## src/rtl/bcd_countdown_timer_if.sv

```systemverilog
// Bundle of control inputs and status outputs for the BCD countdown timer.
// Pure wiring: no logic and no added latency.
// No backpressure: the timer samples its controls every cycle.
interface bcd_countdown_timer_if #(
    parameter int DIGITS = 2
);
    logic                  load;
    logic [4*DIGITS-1:0]   load_bcd;
    logic                  start;
    logic                  tick;
    logic [4*DIGITS-1:0]   count;
    logic                  busy;
    logic                  done;
    logic                  invalid;

    // Controller side: drives the controls, observes the status.
    modport master (
        output load,
        output load_bcd,
        output start,
        output tick,
        input  count,
        input  busy,
        input  done,
        input  invalid
    );

    // Timer side: observes the controls, drives the status.
    modport slave (
        input  load,
        input  load_bcd,
        input  start,
        input  tick,
        output count,
        output busy,
        output done,
        output invalid
    );
endinterface

```

## src/rtl/bcd_countdown_timer.sv

```systemverilog
// Multi-digit BCD down-counter with load/start; done pulses when a run reaches zero.
// Latency: all outputs registered, one cycle after the qualifying edge.
// No backpressure: controls are sampled every cycle (load > start > tick priority).
module bcd_countdown_timer #(
    parameter int DIGITS = 2
) (
    input  logic                        clk,
    input  logic                        reset,
    bcd_countdown_timer_if.slave        bus
);

    localparam int W = 4 * DIGITS;

    typedef enum logic [1:0] {
        ST_IDLE = 2'd0,
        ST_RUN  = 2'd1,
        ST_DONE = 2'd2
    } state_t;

    state_t         state_q;
    state_t         state_d;
    logic [W-1:0]   count_q;
    logic [W-1:0]   count_d;
    logic           invalid_q;
    logic           invalid_d;

    // True when every 4-bit digit of v is in the range 0..9.
    function automatic logic is_bcd(input logic [W-1:0] v);
        logic ok;
        ok = 1'b1;
        for (int i = 0; i < DIGITS; i++) begin
            if (v[4*i +: 4] > 4'd9) begin
                ok = 1'b0;
            end
        end
        return ok;
    endfunction

    // BCD subtract-one with borrow ripple; zero is returned unchanged so the
    // count can never wrap to all nines.
    function automatic logic [W-1:0] bcd_dec(input logic [W-1:0] v);
        logic [W-1:0] r;
        logic         borrow;
        r      = v;
        borrow = (v != '0);
        for (int i = 0; i < DIGITS; i++) begin
            if (borrow) begin
                if (v[4*i +: 4] == 4'd0) begin
                    r[4*i +: 4] = 4'd9;
                end else begin
                    r[4*i +: 4] = v[4*i +: 4] - 4'd1;
                    borrow      = 1'b0;
                end
            end
        end
        return r;
    endfunction

    logic count_is_zero;
    logic count_is_one;
    logic load_ok;

    assign count_is_zero = (count_q == '0);
    assign count_is_one  = (count_q == W'(1));
    assign load_ok       = is_bcd(bus.load_bcd);

    // Next-state, next-count and invalid-flag decode with load taking priority.
    always_comb begin
        state_d   = state_q;
        count_d   = count_q;
        invalid_d = 1'b0;

        if (bus.load) begin
            // A load swallows any same-cycle start or tick.
            if (load_ok) begin
                count_d = bus.load_bcd;
                state_d = ST_IDLE;
            end else begin
                invalid_d = 1'b1;
            end
        end else begin
            unique case (state_q)
                ST_IDLE: begin
                    if (bus.start) begin
                        state_d = count_is_zero ? ST_DONE : ST_RUN;
                    end
                end
                ST_RUN: begin
                    if (bus.tick) begin
                        if (count_is_one || count_is_zero) begin
                            // Final decrement; zero case is unreachable but
                            // finishes cleanly rather than stalling in RUN.
                            count_d = '0;
                            state_d = ST_DONE;
                        end else begin
                            count_d = bcd_dec(count_q);
                        end
                    end
                end
                ST_DONE: begin
                    state_d = ST_IDLE;
                end
                default: begin
                    state_d = ST_IDLE;
                end
            endcase
        end
    end

    // State, count and invalid registers with synchronous reset.
    always_ff @(posedge clk) begin
        if (reset) begin
            state_q   <= ST_IDLE;
            count_q   <= '0;
            invalid_q <= 1'b0;
        end else begin
            state_q   <= state_d;
            count_q   <= count_d;
            invalid_q <= invalid_d;
        end
    end

    // Moore outputs decoded straight from the registered state.
    assign bus.count   = count_q;
    assign bus.busy    = (state_q == ST_RUN);
    assign bus.done    = (state_q == ST_DONE);
    assign bus.invalid = invalid_q;

endmodule

```

## src/flat_wrapper.sv

```systemverilog
// flat-port wrapper written by rule: the top's interface ports become plain ports
module bcd_countdown_timer_flat 
#(
    parameter int DIGITS = 2
)
  (clk, reset, bus_load, bus_load_bcd, bus_start, bus_tick, bus_count, bus_busy, bus_done, bus_invalid);
  bcd_countdown_timer_if #(.DIGITS(DIGITS)) bus_i ();
  input  logic clk;
  input  logic reset;
  input wire logic [$bits(bus_i.load)-1:0] bus_load;
  input wire logic [$bits(bus_i.load_bcd)-1:0] bus_load_bcd;
  input wire logic [$bits(bus_i.start)-1:0] bus_start;
  input wire logic [$bits(bus_i.tick)-1:0] bus_tick;
  output wire logic [$bits(bus_i.count)-1:0] bus_count;
  output wire logic [$bits(bus_i.busy)-1:0] bus_busy;
  output wire logic [$bits(bus_i.done)-1:0] bus_done;
  output wire logic [$bits(bus_i.invalid)-1:0] bus_invalid;
  assign bus_i.load = bus_load;
  assign bus_i.load_bcd = bus_load_bcd;
  assign bus_i.start = bus_start;
  assign bus_i.tick = bus_tick;
  assign bus_count = bus_i.count;
  assign bus_busy = bus_i.busy;
  assign bus_done = bus_i.done;
  assign bus_invalid = bus_i.invalid;
  bcd_countdown_timer #(.DIGITS(DIGITS)) u_core (.clk(clk), .reset(reset), .bus(bus_i));
endmodule
```

## config.mk

```make
export PLATFORM = sky130hd
export DESIGN_NAME = bcd_countdown_timer_flat
export DESIGN_NICKNAME = d
export VERILOG_FILES = /design/src/rtl/bcd_countdown_timer_if.sv /design/src/rtl/bcd_countdown_timer.sv /design/src/flat_wrapper.sv
export SDC_FILE = /design/constraint.sdc
export NUM_CORES = 1
export LEC_CHECK = 0
export BUFFER_PORTS_ARGS = -buffer_cell sky130_fd_sc_hd__buf_4
export CAP_MARGIN = 10
export CORE_MARGIN = 3
export CORE_UTILIZATION = 48
export CTS_BUF_LIST = sky130_fd_sc_hd__clkbuf_8
export DETAILED_ROUTE_END_ITERATION = 8
export PLACE_DENSITY_LB_ADDON = 0.05
export SLEW_MARGIN = 25
export SYNTH_ARGS = -nofsm -noshare
export SYNTH_HDL_FRONTEND = slang
export SYNTH_SLANG_ARGS = --single-unit
```

## constraint.sdc

```tcl
create_clock -name clk -period 4.95 [get_ports clk]
set_input_delay 0.495 -clock clk [delete_from_list [all_inputs] [get_ports clk]]
set_output_delay 0.495 -clock clk [all_outputs]
set_load 0.01 [all_outputs]
```

Yosys cells after proc, flatten, opt, wreduce, memory -nomap -nowiden. Index checks and enable logic that the tools add are counted.

Bits in registers: 11. Bits of input ports: 13. Output and inout port bits: 11. Word-level logic and storage cells: 55.

Add/sub/neg operators: 2. $lt $le $gt $ge: 2. Equal/unequal tests: 7. Mux-type cells: 25. Bitwise gates (word level): 1. Reduce and logical (&&, ||, !) cells: 14.

Operator list (count): 8-bit 2-to-1 mux (5); 4-bit 2-to-1 mux (4); 2-bit 2-to-1 mux (6); 4-bit AND reduction (3); 1-bit 2-to-1 mux (9); 8-bit by 1-bit equality test with 1-bit output (second input constant) (1); 4-bit > comparator (second input constant) (2); 4-bit logical NOT (2); 8-bit logical NOT (1); 8-bit nonzero test (1); 4-bit by 1-bit subtractor with 4-bit output (second input constant) (2); 3-bit != test (second input constant) (2); 3-bit nonzero test (2); 2-bit one-hot mux with 2 select lines (1); 2-bit nonzero test (2); 3-bit by 2-bit != test with 1-bit output (second input constant) (1); 2-bit by 1-bit equality test with 1-bit output (second input constant) (1); 2-bit equality test (second input constant) (1); 2-bit logical NOT (1); 2-bit by 1-bit != test with 1-bit output (second input constant) (1); 2-bit OR reduction (1); 1-bit logical OR (1); 1-bit NOT (1).

Depth between registers and ports, before layout. Gate-level depths: netlist (run 1).

Depth in word-level cells: 12. Gate-level depth with buffers: 6. Depth with buffers taken out: 6.

Worst setup path after synthesis (run 1). Ideal clock, no wire load.

Path kind: flip-flop to flip-flop. Start: reg u_core.count_q[4], in the netlist u_core.bus.count[4]. End: reg u_core.state_q[1]. Data arrival time: 1.578 ns. Path slack: 3.276 ns. Stages on the path, launching flop included: 7. Buffers on the path: 0. Period minus slack after synthesis: 1.674 ns. Cells stage by stage: dfxtp_1 > inv_1 > ha_1 > nor3b_4 > a41oi_1 > or3_1 > o41ai_2.

Cells in the longest elaborated chain, start to end: 5. Elaborated cells between the ends (all ways): 9. Those cells by class: eq/ne (2); mux (4); reduce/logical (3).

RTL lines: start, declared (RTL line bcd_countdown_timer.sv:22) `logic [W-1:0] count_q;`; start signal, assigned (RTL line bcd_countdown_timer.sv:118) `count_q <= count_d;`; 8-bit logical NOT (RTL line bcd_countdown_timer.sv:63) `assign count_is_zero = (count_q == '0);`; 2-bit 2-to-1 mux (RTL line bcd_countdown_timer.sv:85) `state_d = count_is_zero ? ST_DONE : ST_RUN;`; 2-bit 2-to-1 mux (RTL line bcd_countdown_timer.sv:84) `if (bus.start) begin`; 2-bit one-hot mux with 2 select lines (RTL line bcd_countdown_timer.sv:82) `unique case (state_q)`; 2-bit 2-to-1 mux (RTL line bcd_countdown_timer.sv:73) `if (bus.load) begin`; end signal, assigned (RTL line bcd_countdown_timer.sv:117) `state_q <= state_d;`; end, declared (RTL line bcd_countdown_timer.sv:20) `state_t state_q;`.

Several ways; a longest one is shown, not always the timed one. The select of a mux whose other input is x is not followed. A chain may end at the register's enable or synchronous reset.

Worst setup path in the final report (run 1). Ends and elaborated chain as after synthesis.

==> out/metrics.csv, run 1 <==
metric,value,unit
outcome,"finished, final reports clean",
post-DR wirelength/cell,15.7,um
Seq cells post-synth,11,
Iter 0 DRT Violations,48,
R2R cell count,6,
pwr/cell area,317,nW/um^2
relative max-transition margin,0.687,
Num CTS Buffers,3,
multi-input logic area,551,um^2
"commonest non-fill, non-tap cell in the layout",buf_4,
global-route wire length before repair,3.36,mm
Max Cap Viol,0,
Initial Utilization,0.522,
post-CTS sizing,0,
register-to-register setup slack,3.06,ns
reg2reg end,u_core.state_q[1],
"commonest cells after routing, fill and taps aside","buf_4 (23), dfxtp_1 (11), inv_1 (9)",
Hold Crit Class,in -> reg,
CTS tree,yes,
"Max FO, Critical Path",6,
Clk network pwr share,0.284,
switch share,0.355,
Hold WS,0.529,ns
combinational power share,0.372,
post-DR vias/cell,6.29,
Worst-Skew Late Latency,0.24,ns
register cell area after layout,220,um^2
RSZ-0062 raised after global routing,no,
Tcrit/Tclk final,0.381,
register area share after synthesis,0.271,
ys flop type,dfxtp_1,
largest net degree at the start of global routing,24,
fraction of layout cells with a size suffix above 1,0.275,
total track usage,0.209,
"EDFF count, synth",0,
number of setup violations in the final report,0,
Sequential Power Share,0.344,
met2 layer usage reported by global route,0.314,
Gate Count Post-Synth,96,
P_int,212,uW
worst-margin pin slew,0.468,ns
Final Wtd Congestion,0.792,
Mapped Avg Cell Area,8.47,um^2
Cell variety after synth,46,
Die ar.,2220,um^2
vias in the first global route,701,
Min-Delay Startpoint,bus_load_bcd[4],
Async SR Flop Fraction,0,
synth warn,0,
routed vias,856,
Pleak,0.000466,uW
NetSw,117,uW
clk sink count,11,
clock slew at reported path FFs,0.06,ns
Rows,14,
Die Span Y,47.2,um
M3 GR Usage,0.0345,
Routed Antenna Nets,0,
global route hottest layer,met2,
fin. max-slew vios,0,
H-tree depth,1,
peak supply drop,0.150,mV
hold path cells,3,
clock root buffer,clkbuf_8,
setup TNS,0,ns
Final Skew,0.00550,ns
DR DRC count,0,
CP startpoint kind,flop,
fillcell total,141,
global route overflow,0,
fin crit period,1.89,ns
initial antenna violation count,0,
# hold bufs at CTS,0,
synth-to-layout area growth,27.7,%
CP required,5.10,ns
WS Path Type,reg -> reg,
GR Util met1,0.300,
die width,47.2,um
FF-to-FF Start,u_core.bus.count[4],
Peak Freq,0.530,GHz
"Net Count, Synth",114,
crit path DAT,2.03,ns
I/O pin count,24,
core box area,1560,um^2
Post-DP HPWL,1.56,mm
final net count,139,
post-CTS setup repair buffer count,0,
drt pass-1 iters,4,
crit end category,flop,
I/O Buffers,23,
clk buf depth,2,
WHS Endpoint,u_core.bus.count[4],
Post-Syn Area,813,um^2
Fin. Hold Viols,0,
# diodes,0,
Routed WL,2.14,mm
[state kept, by name, indices dropped and copies added (netlist names)]
register / flops
u_core.state_q: 2
u_core.bus.count: 8
u_core.bus.invalid: 1
[power by group through the flow]
stage | Clock, uW | Combinational (uW) | Sequential, uW
after floorplan | 0 | 77.6 | 116
after global placement | 0 | 120 | 114
after detailed placement | 0 | 121 | 115
after CTS | 91.9 | 123 | 113
after global routing | 96.6 | 136 | 115
final | 93.5 | 123 | 113
[cells in the mapped netlist, types with 2 or more instances]
cell type / n / area [um^2]
a211oi_1: 5 / 37.5
a21oi_1: 7 / 35.0
dfxtp_1: 11 / 220
a22oi_1: 3 / 22.5
inv_1: 8 / 30.0
o21ai_0: 2 / 10.0
nor3_1: 2 / 10.0
a31oi_1: 3 / 18.8
nor2_1: 7 / 26.3
nand2_1: 3 / 11.3
nor2b_1: 2 / 12.5
o31ai_1: 2 / 15.0
a311oi_1: 3 / 26.3
a21o_1: 2 / 15.0
ha_1: 5 / 62.6
[worst max-delay path, cell delays in order, from the launching register on]
cell	delay (ns)
dfxtp_1	0.34
inv_1	0.12
ha_1	0.24
nor3b_4	0.33
a41oi_1	0.19
or3_1	0.39
o41ai_2	0.19
[layout make-up]
class                   instances  share of cell area
multi-input cells              74               0.530
flip-flops and latches         11               0.212
repair buffers                 23               0.166
clock buffers                   3              0.0398
inverters                       8              0.0289
well taps                      16              0.0193
clock inverters                 1             0.00361
[stage by stage]
stage / cell area [um^2] / power (uW) / setup WS, ns / util / cells
6_report: 1040 / 329 / 3.06 / 0.666 / 136
5_1_grt: 1040 / 348 / 2.84 / 0.666 / 136
4_1_cts: 1040 / 328 / 3.06 / 0.666 / 136
3_5_place_dp: 993 / 236 / 3.07 / 0.637 / 132
3_3_place_gp: 993 / 234 / 3.08 / 0.637 / 132
2_1_floorplan: 813 / 193 / 3.28 / - / 96
[kinds of logic after synthesis]
group / Yosys count / synth area share
buffers and inverters: 11 / 0.0523
AND/OR/NAND/NOR: 29 / 0.225
flip-flops: 11 / 0.271
AO/OA/AOI/OAI: 40 / 0.375
adder cells (fa/ha/maj): 5 / 0.0769
[worst max path at each step]
stage               slack (ns)             endpoint  cells past startpoint                 from
finish                    3.06    u_core.state_q[1]                      6  u_core.bus.count[4]
floorplan                 3.28    u_core.state_q[1]                      6  u_core.bus.count[4]
global placement          3.08    u_core.state_q[1]                      6  u_core.bus.count[4]
detailed placement        3.07    u_core.state_q[1]                      5      bus_load_bcd[2]
CTS                       3.06    u_core.state_q[1]                      6  u_core.bus.count[4]
global route              2.84  u_core.bus.count[0]                      6  u_core.bus.count[0]
[per-layer routing]
layer / vias to the layer above / part of all wire
met2: 32 / 0.44
met5: - / 0
met1: 399 / 0.49
li1: 420 / -
met3: 5 / 0.058
met4: 0 / 0.011
(Power assumes the default switching activity.)
==> inputs of run 2 (changes only) <==
CORE_UTILIZATION = 47   (was 48)
clock period = 1.52 ns   (was 4.95 ns; I/O delays follow)
==> run 2 against run 1 <==
The flow now finishes with violations (setup timing). Power increased to 4.4 times the previous value. Non-clock buffer count increased by 25. First-iteration DRC count increased by 23%. Sequential cell count unchanged. Register-to-register slack got worse by 3.4 ns. Cell area increased by 36%. Sequential power increased to 3.3 times the previous value. Die area increased by 1.9%. Clock-buffer cell count unchanged. Clock power increased to 3.3 times the previous value. Final cell count increased by 18%. Global-route usage increased by 10 points.
==> out/metrics.csv, run 2 (synthesized netlist as in run 1, its figures left out) <==
metric,value,unit,change
outcome,finished with violations,,"was finished, final reports clean"
violated checks,setup timing,,
WS Path Type,reg -> reg,,unchanged
register-to-register setup slack,-0.30,ns,was 3.06 ns
max reg flops,8,,unchanged
post-DR vias/cell,7.16,,was 6.29
worst-margin pin slew,0.521,ns,was 0.468 ns
Max Cap Viol,0,,unchanged
post-DR wirelength/cell,25.0,um,was 15.7 um
multi-input logic area,709,um^2,was 551 um^2
fin crit period,1.82,ns,was 1.89 ns
drt pass-1 iters,5,,was 4
Pleak,0.000615,uW,was 0.000466 uW
clock root buffer,clkbuf_8,,unchanged
Die ar.,2270,um^2,was 2220 um^2
Initial Utilization,0.522,,unchanged
"Max FO, Critical Path",3,,was 6
"commonest non-fill, non-tap cell in the layout",buf_4,,unchanged
clk buf depth,2,,unchanged
Num CTS Buffers,3,,unchanged
CP startpoint kind,flop,,unchanged
total track usage,0.312,,was 0.209
clock slew at reported path FFs,0.06,ns,about the same
FF-to-FF Start,u_core.bus.count[5],,was u_core.bus.count[4]
setup TNS,-1.58,ns,was 0 ns
NetSw,572,uW,was 117 uW
slowest CP cell,dfxtp_4,,was or3_1
switch share,0.394,,was 0.355
fillcell total,69,,was 141
global route hottest layer,met2,,unchanged
DR DRC count,0,,unchanged
H-tree depth,1,,unchanged
register cell area after layout,235,um^2,was 220 um^2
Post-DP HPWL,1.91,mm,was 1.56 mm
global route overflow,0,,unchanged
"commonest cells after routing, fill and taps aside","buf_4 (48), nor2_1 (7), a21oi_1 (7), dfxtp_1 (7)",,"was buf_4 (23), dfxtp_1 (11), inv_1 (9)"
die width,47.6,um,was 47.2 um
clk sink count,11,,unchanged
RSZ-0062 raised after global routing,yes,,was no
fin. max-slew vios,0,,unchanged
Setup WS post-layout,-0.295,ns,was 3.06 ns
GR Util met1,0.382,,was 0.300
reg2reg end,u_core.bus.count[2],,was u_core.state_q[1]
Routed Antenna Nets,0,,unchanged
peak supply drop,0.761,mV,was 0.150 mV
pwr/cell area,1030,nW/um^2,was 317 nW/um^2
Final Skew,0.00320,ns,was 0.00550 ns
R2R cell count,7,,was 6
family with the most delay on the worst path,compound AO/OA/AOI/OAI gates,,was simple AND/OR/NAND/NOR gates
CP required,1.65,ns,was 5.10 ns
Final Wtd Congestion,0.797,,was 0.792
number of setup violations in the final report,10,,was 0
Hold Crit Class,in -> reg,,unchanged
P_int,878,uW,was 212 uW
# hold bufs at CTS,0,,unchanged
Rows,14,,unchanged
M3 GR Usage,0.0639,,was 0.0345
crit end category,flop,,unchanged
CTS tree,yes,,unchanged
vias in the first global route,1019,,was 701
Clk network pwr share,0.216,,was 0.284
routed vias,1152,,was 856
hold path cells,3,,unchanged
critical-path cell list,inv_4 > ha_4 > nor3b_4 > buf_4 > a31oi_2 > a21boi_1 > o32ai_1,,was inv_1 > ha_1 > nor3b_4 > a41oi_1 > or3_1 > o41ai_2
Sequential Power Share,0.258,,was 0.344
synth-to-layout area growth,73.2,%,was 27.7%
I/O Buffers,23,,unchanged
Iter 0 DRT Violations,59,,was 48
Die Span Y,47.6,um,was 47.2 um
Min-Delay Startpoint,bus_load_bcd[0],,was bus_load_bcd[4]
"slowest stage delay, CP",0.36,ns,was 0.39 ns
Buf/Inv on CP,2,,was 1
largest net degree at the start of global routing,15,,was 24
Routed WL,4.03,mm,was 2.14 mm
combinational power share,0.526,,was 0.372
relative max-transition margin,0.652,,was 0.687
initial antenna violation count,0,,unchanged
crit path DAT,1.94,ns,was 2.03 ns
Worst-Skew Late Latency,0.24,ns,about the same
fraction of layout cells with a size suffix above 1,0.600,,was 0.275
WHS Endpoint,u_core.bus.count[0],,was u_core.bus.count[4]
# diodes,0,,unchanged
total power,1450,uW,was 329 uW
core box area,1560,um^2,unchanged
global-route wire length before repair,4.89,mm,was 3.36 mm
Peak Freq,0.551,GHz,was 0.530 GHz
met2 layer usage reported by global route,0.519,,was 0.314
Tcrit/Tclk final,1.19,,was 0.381
Fin. Hold Viols,0,,unchanged
I/O pin count,24,,unchanged
final net count,164,,was 139
[run 2: worst max-delay path by stage]
| stage | start | to | slack, ns | cells past startpoint |
|---|---|---|---|---|
| 2_1_floorplan | u_core.bus.count[0] | u_core.bus.count[4] | -0.06 | 6 |
| 3_3_place_gp | u_core.bus.count[0] | u_core.bus.count[4] | -0.13 | 6 |
| 3_5_place_dp | u_core.bus.count[0] | u_core.bus.count[0] | -0.20 | 6 |
| 4_1_cts | u_core.bus.count[5] | u_core.state_q[1] | -0.09 | 6 |
| 5_1_grt | u_core.bus.count[0] | u_core.bus.count[2] | -0.35 | 7 |
| 6_report | u_core.bus.count[5] | u_core.bus.count[2] | -0.30 | 7 |
[run 2: stage by stage]
step | instance area, um^2 | setup WS, ns | util | hold slack, ns | std cells
after detailed placement | 1180 | -0.195 | 0.759 | 0.443 | 152
after global placement | 1180 | -0.131 | 0.759 | 0.439 | 152
after CTS | 1320 | -0.0902 | 0.848 | 0.201 | 158
final | 1410 | -0.295 | 0.904 | 0.215 | 161
after global routing | 1410 | -0.349 | 0.904 | 0.222 | 161
after floorplan | 853 | -0.0643 | - | 0.248 | 96
[run 2: routing by layer]
layer,share of wire,vias up
li1,-,478
met1,0.36,531
met2,0.46,111
met3,0.11,32
met4,0.065,0
met5,0,-
[run 2: worst reg2reg max path: cells and delay by family, from the launching register on]
| kind | cells | cell delay [ns] |
|---|---|---|
| and+or+nand+nor | 1 | 0.17 |
| DFF | 1 | 0.36 |
| adders and majority gates | 1 | 0.16 |
| AOI/OAI and AO/OA | 3 | 0.80 |
| buffers and inverters | 2 | 0.21 |
[run 2: layout make-up]
type                    instances  area share
multi-input cells              74       0.504
repair buffers                 48       0.256
flip-flops and latches         11       0.167
clock buffers                   3      0.0293
inverters                       8      0.0266
well taps                      16      0.0142
clock inverters                 1     0.00355
[run 2: power groups by stage]
stage               Sequential [uW]  Clock [uW]  Combinational, uW
floorplan                       383           0                268
global placement                363           0                522
detailed placement              366           0                532
CTS                             367         308                604
global route                    377         332                787
finish                          374         312                763
[run 2: what timing repair did]
| item | CTS | global route |
|---|---|---|
| resized for setup | 17 | 12 |
| endpoints found under the setup margin | 10 | 10 |
| pin swaps | 6 | 7 |
| buffers inserted | 2 | 3 |
==> inputs of run 3 (changes only) <==
ABC_AREA = 1   (was unset)
CORE_UTILIZATION = 48   (was 47)
==> run 3 against run 2 <==
The run now ends clean. Register-to-register slack improved by 0.39 ns. Synthesized cell count is 32% higher. Routed wire length down 50%. Clock skew down 0.0020 ns. Largest power group unchanged. Via count is 24% lower. Highest routed layer unchanged. First-iteration DRC count fell by 85%. Combinational power down 29%.
==> out/metrics.csv, run 3 <==
metric,value,unit,change
clk sink count,11,,unchanged
synth-to-layout area growth,30.4,%,was 73.2%
DR DRC count,0,,unchanged
most frequent cells after synthesis,"nand2_1 (23), nor2_1 (14), inv_1 (13)",,"was dfxtp_1 (11), inv_1 (8), a21oi_1 (7), nor2_1 (7)"
synth warn,0,,unchanged
reg2reg end,u_core.bus.count[7],,was u_core.bus.count[2]
I/O Buffers,23,,unchanged
critical path startpoint,u_core.bus.count[0],,was u_core.bus.count[5]
Gate Count Post-Synth,127,,was 96
fraction of layout cells with a size suffix above 1,0.368,,was 0.600
Num CTS Buffers,3,,unchanged
register-to-register setup slack,0.1,ns,was -0.30 ns
Final Skew,0.00122,ns,was 0.00320 ns
Yosys top cell area share,0.256,,was 0.271
Async SR Flop Fraction,0,,unchanged
fin. max-slew vios,0,,unchanged
FF-to-FF Start,u_core.bus.count[0],,was u_core.bus.count[5]
outcome,"finished, final reports clean",,was finished with violations
die width,48.4,um,was 47.6 um
largest net degree at the start of global routing,15,,unchanged
Tcrit/Tclk final,0.935,,was 1.19
clk buf depth,2,,unchanged
total track usage,0.190,,was 0.312
Final Wtd Congestion,0.834,,was 0.797
ys flop type,dfxtp_1,,unchanged
Hold Crit Class,in -> reg,,unchanged
"Max FO, Critical Path",5,,was 3
Peak Freq,0.703,GHz,was 0.551 GHz
Critical Path Most Common Cell,nand2_1,,
critical-path cell list,inv_1 > ha_1 > nand2_2 > inv_2 > nand2_1 > nand2_1 > inv_2 > nand2_1 > nand2_1 > nor2_1 > nor2_1,,was inv_4 > ha_4 > nor3b_4 > buf_4 > a31oi_2 > a21boi_1 > o32ai_1
# hold bufs at CTS,0,,unchanged
Worst Setup EP,u_core.bus.count[7],,was u_core.bus.count[2]
Post-Syn Area,861,um^2,was 813 um^2
CTS tree,yes,,unchanged
post-CTS sizing,0,,was 17
M1 WL,909,um,was 1.47 mm
"Net Count, Synth",145,,was 114
global route overflow,0,,unchanged
fin crit period,1.42,ns,was 1.82 ns
wire length on met2,993,um,was 1.85 mm
CP startpoint kind,flop,,unchanged
initial antenna violation count,0,,unchanged
Cell variety after synth,26,,was 46
cell accounting for the most synthesized area,dfxtp_1,,unchanged
Routed Antenna Nets,0,,unchanged
"EDFF count, synth",0,,unchanged
Fin. Hold Viols,0,,unchanged
crit end category,flop,,unchanged
routed vias,875,,was 1152
fillcell total,147,,was 69
crit path DAT,1.56,ns,was 1.94 ns
final net count,174,,was 164
"slowest stage delay, CP",0.30,ns,was 0.36 ns
post-CTS setup repair buffer count,0,,was 2
max reg flops,8,,unchanged
peak supply drop,0.664,mV,was 0.761 mV
"top cells by area, synth","dfxtp_1 (26%), nand2_1 (10%), ha_1 (7.3%)",,"was dfxtp_1 (27%), ha_1 (7.7%), a211oi_1 (4.6%)"
"commonest cells after routing, fill and taps aside","buf_4 (25), nand2_1 (23), nor2_1 (14)",,"was buf_4 (48), nor2_1 (7), a21oi_1 (7), dfxtp_1 (7)"
number of setup violations in the final report,0,,was 10
R2R cell count,11,,was 7
Routed WL,2.03,mm,was 4.03 mm
clock slew at reported path FFs,0.05,ns,was 0.06 ns
Iter 0 DRT Violations,9,,was 59
core box area,1590,um^2,was 1560 um^2
clock root buffer,clkbuf_8,,unchanged
Die Span Y,48.4,um,was 47.6 um
Rows,14,,unchanged
slowest CP cell,dfxtp_1,,was dfxtp_4
relative max-transition margin,0.835,,was 0.652
Initial Utilization,0.540,,was 0.522
Max Cap Viol,0,,unchanged
setup TNS,0,ns,was -1.58 ns
drt pass-1 iters,4,,was 5
routed wl met3,89,um,was 449 um
vias in the first global route,844,,was 1019
pwr/cell area,1070,nW/um^2,was 1030 nW/um^2
H-tree depth,1,,unchanged
Highest Signal Layer,met4,,unchanged
CP required,1.65,ns,about the same
Post-DP HPWL,1.62,mm,was 1.91 mm
Mapped Avg Cell Area,6.78,um^2,was 8.47 um^2
# diodes,0,,unchanged
register area share after synthesis,0.256,,was 0.271
multi-input logic area,563,um^2,was 709 um^2
worst-margin pin slew,0.246,ns,was 0.521 ns
register cell area after layout,221,um^2,was 235 um^2
I/O pin count,24,,unchanged
most common cell in the synthesized netlist,nand2_1,,was dfxtp_1
total power,1200,uW,was 1450 uW
WS Path Type,reg -> reg,,unchanged
post-DR vias/cell,4.89,,was 7.16
post-DR wirelength/cell,11.3,um,was 25.0 um
RSZ-0062 raised after global routing,no,,was yes
Worst-Skew Late Latency,0.24,ns,about the same
global-route wire length before repair,3.59,mm,was 4.89 mm
Seq cells post-synth,11,,unchanged
Die ar.,2340,um^2,was 2270 um^2
"commonest non-fill, non-tap cell in the layout",buf_4,,unchanged
Pleak,0.000575,uW,was 0.000615 uW
run 3: cell types whose count changed after synthesis, sizes merged, moves of 5 or more:
cell / before / now
nand2: 3 / 30
nor2: 7 / 21
inv: 8 / 20
o21ai: 2 / 13
nand3: 1 / 7
a211oi: 5 / 0
run 3: layer usage:
layer	global-route usage	vias up
met4	0.0711	0
met2	0.342	20
li1	-	465
met1	0.227	385
met5	0	-
met3	0.0307	5
run 3: kinds of logic (layout without fill, tap and decap cells):
family / count (synthesis) / count (layout) / share of synthesized area
adder cells (fa/ha/maj): 5 / 5 / 0.0727
flip-flops: 11 / 11 / 0.256
XOR/XNOR: 1 / 1 / 0.0102
AO/OA/AOI/OAI: 24 / 24 / 0.153
AND/OR/NAND/NOR: 65 / 65 / 0.416
buffers and inverters: 21 / 49 / 0.0930
run 3: cell type report:
| cell class | instances | share of cell area |
|---|---|---|
| multi-input cells | 95 | 0.502 |
| inverters | 20 | 0.0669 |
| clock inverters | 1 | 0.00334 |
| well taps | 24 | 0.0268 |
| clock buffers | 3 | 0.0368 |
| repair buffers | 25 | 0.167 |
| flip-flops and latches | 11 | 0.197 |
run 3: how the worst min path moves through the flow:
| stage | start | to | slack, ns | depth (start not counted) |
|---|---|---|---|---|
| after detailed placement | reset | u_core.bus.invalid | 0.34 | 2 |
| final | reset | u_core.bus.count[6] | 0.1 | 2 |
| after global placement | reset | u_core.bus.invalid | 0.34 | 2 |
| after floorplan | reset | u_core.bus.invalid | 0.22 | 1 |
| after global routing | reset | u_core.bus.invalid | 0.10 | 2 |
| after CTS | reset | u_core.bus.invalid | 0.09 | 2 |
run 3: worst max-delay path, delay by kind of cell, from the launching register on:
kind	cells	cell delay, ns
AND/OR/NAND/NOR	7	0.52
flip-flops	1	0.30
buffers and inverters	3	0.29
adder cells (fa/ha/maj)	1	0.20
run 3: power by group:
group | switching [uW] | internal (uW) | leakage [uW]
sequential | 40.8 | 329 | 0.0000912
combinational | 315 | 226 | 0.000457
clock | 113 | 178 | 0.0000269
total | 469 | 732 | 0.000575
run 3: per-stage QoR:
stage | instance area [um^2] | hold WS (ns) | utilization | setup WS (ns) | cells
after detailed placement | 1070 | 0.342 | 0.673 | 0.100 | 175
after global routing | 1120 | 0.104 | 0.704 | 0.00274 | 179
after floorplan | 861 | 0.223 | - | 0.139 | 127
after CTS | 1120 | 0.0940 | 0.702 | 0.0711 | 179
after global placement | 1070 | 0.342 | 0.673 | 0.0889 | 175
final | 1120 | 0.0970 | 0.704 | 0.0985 | 179
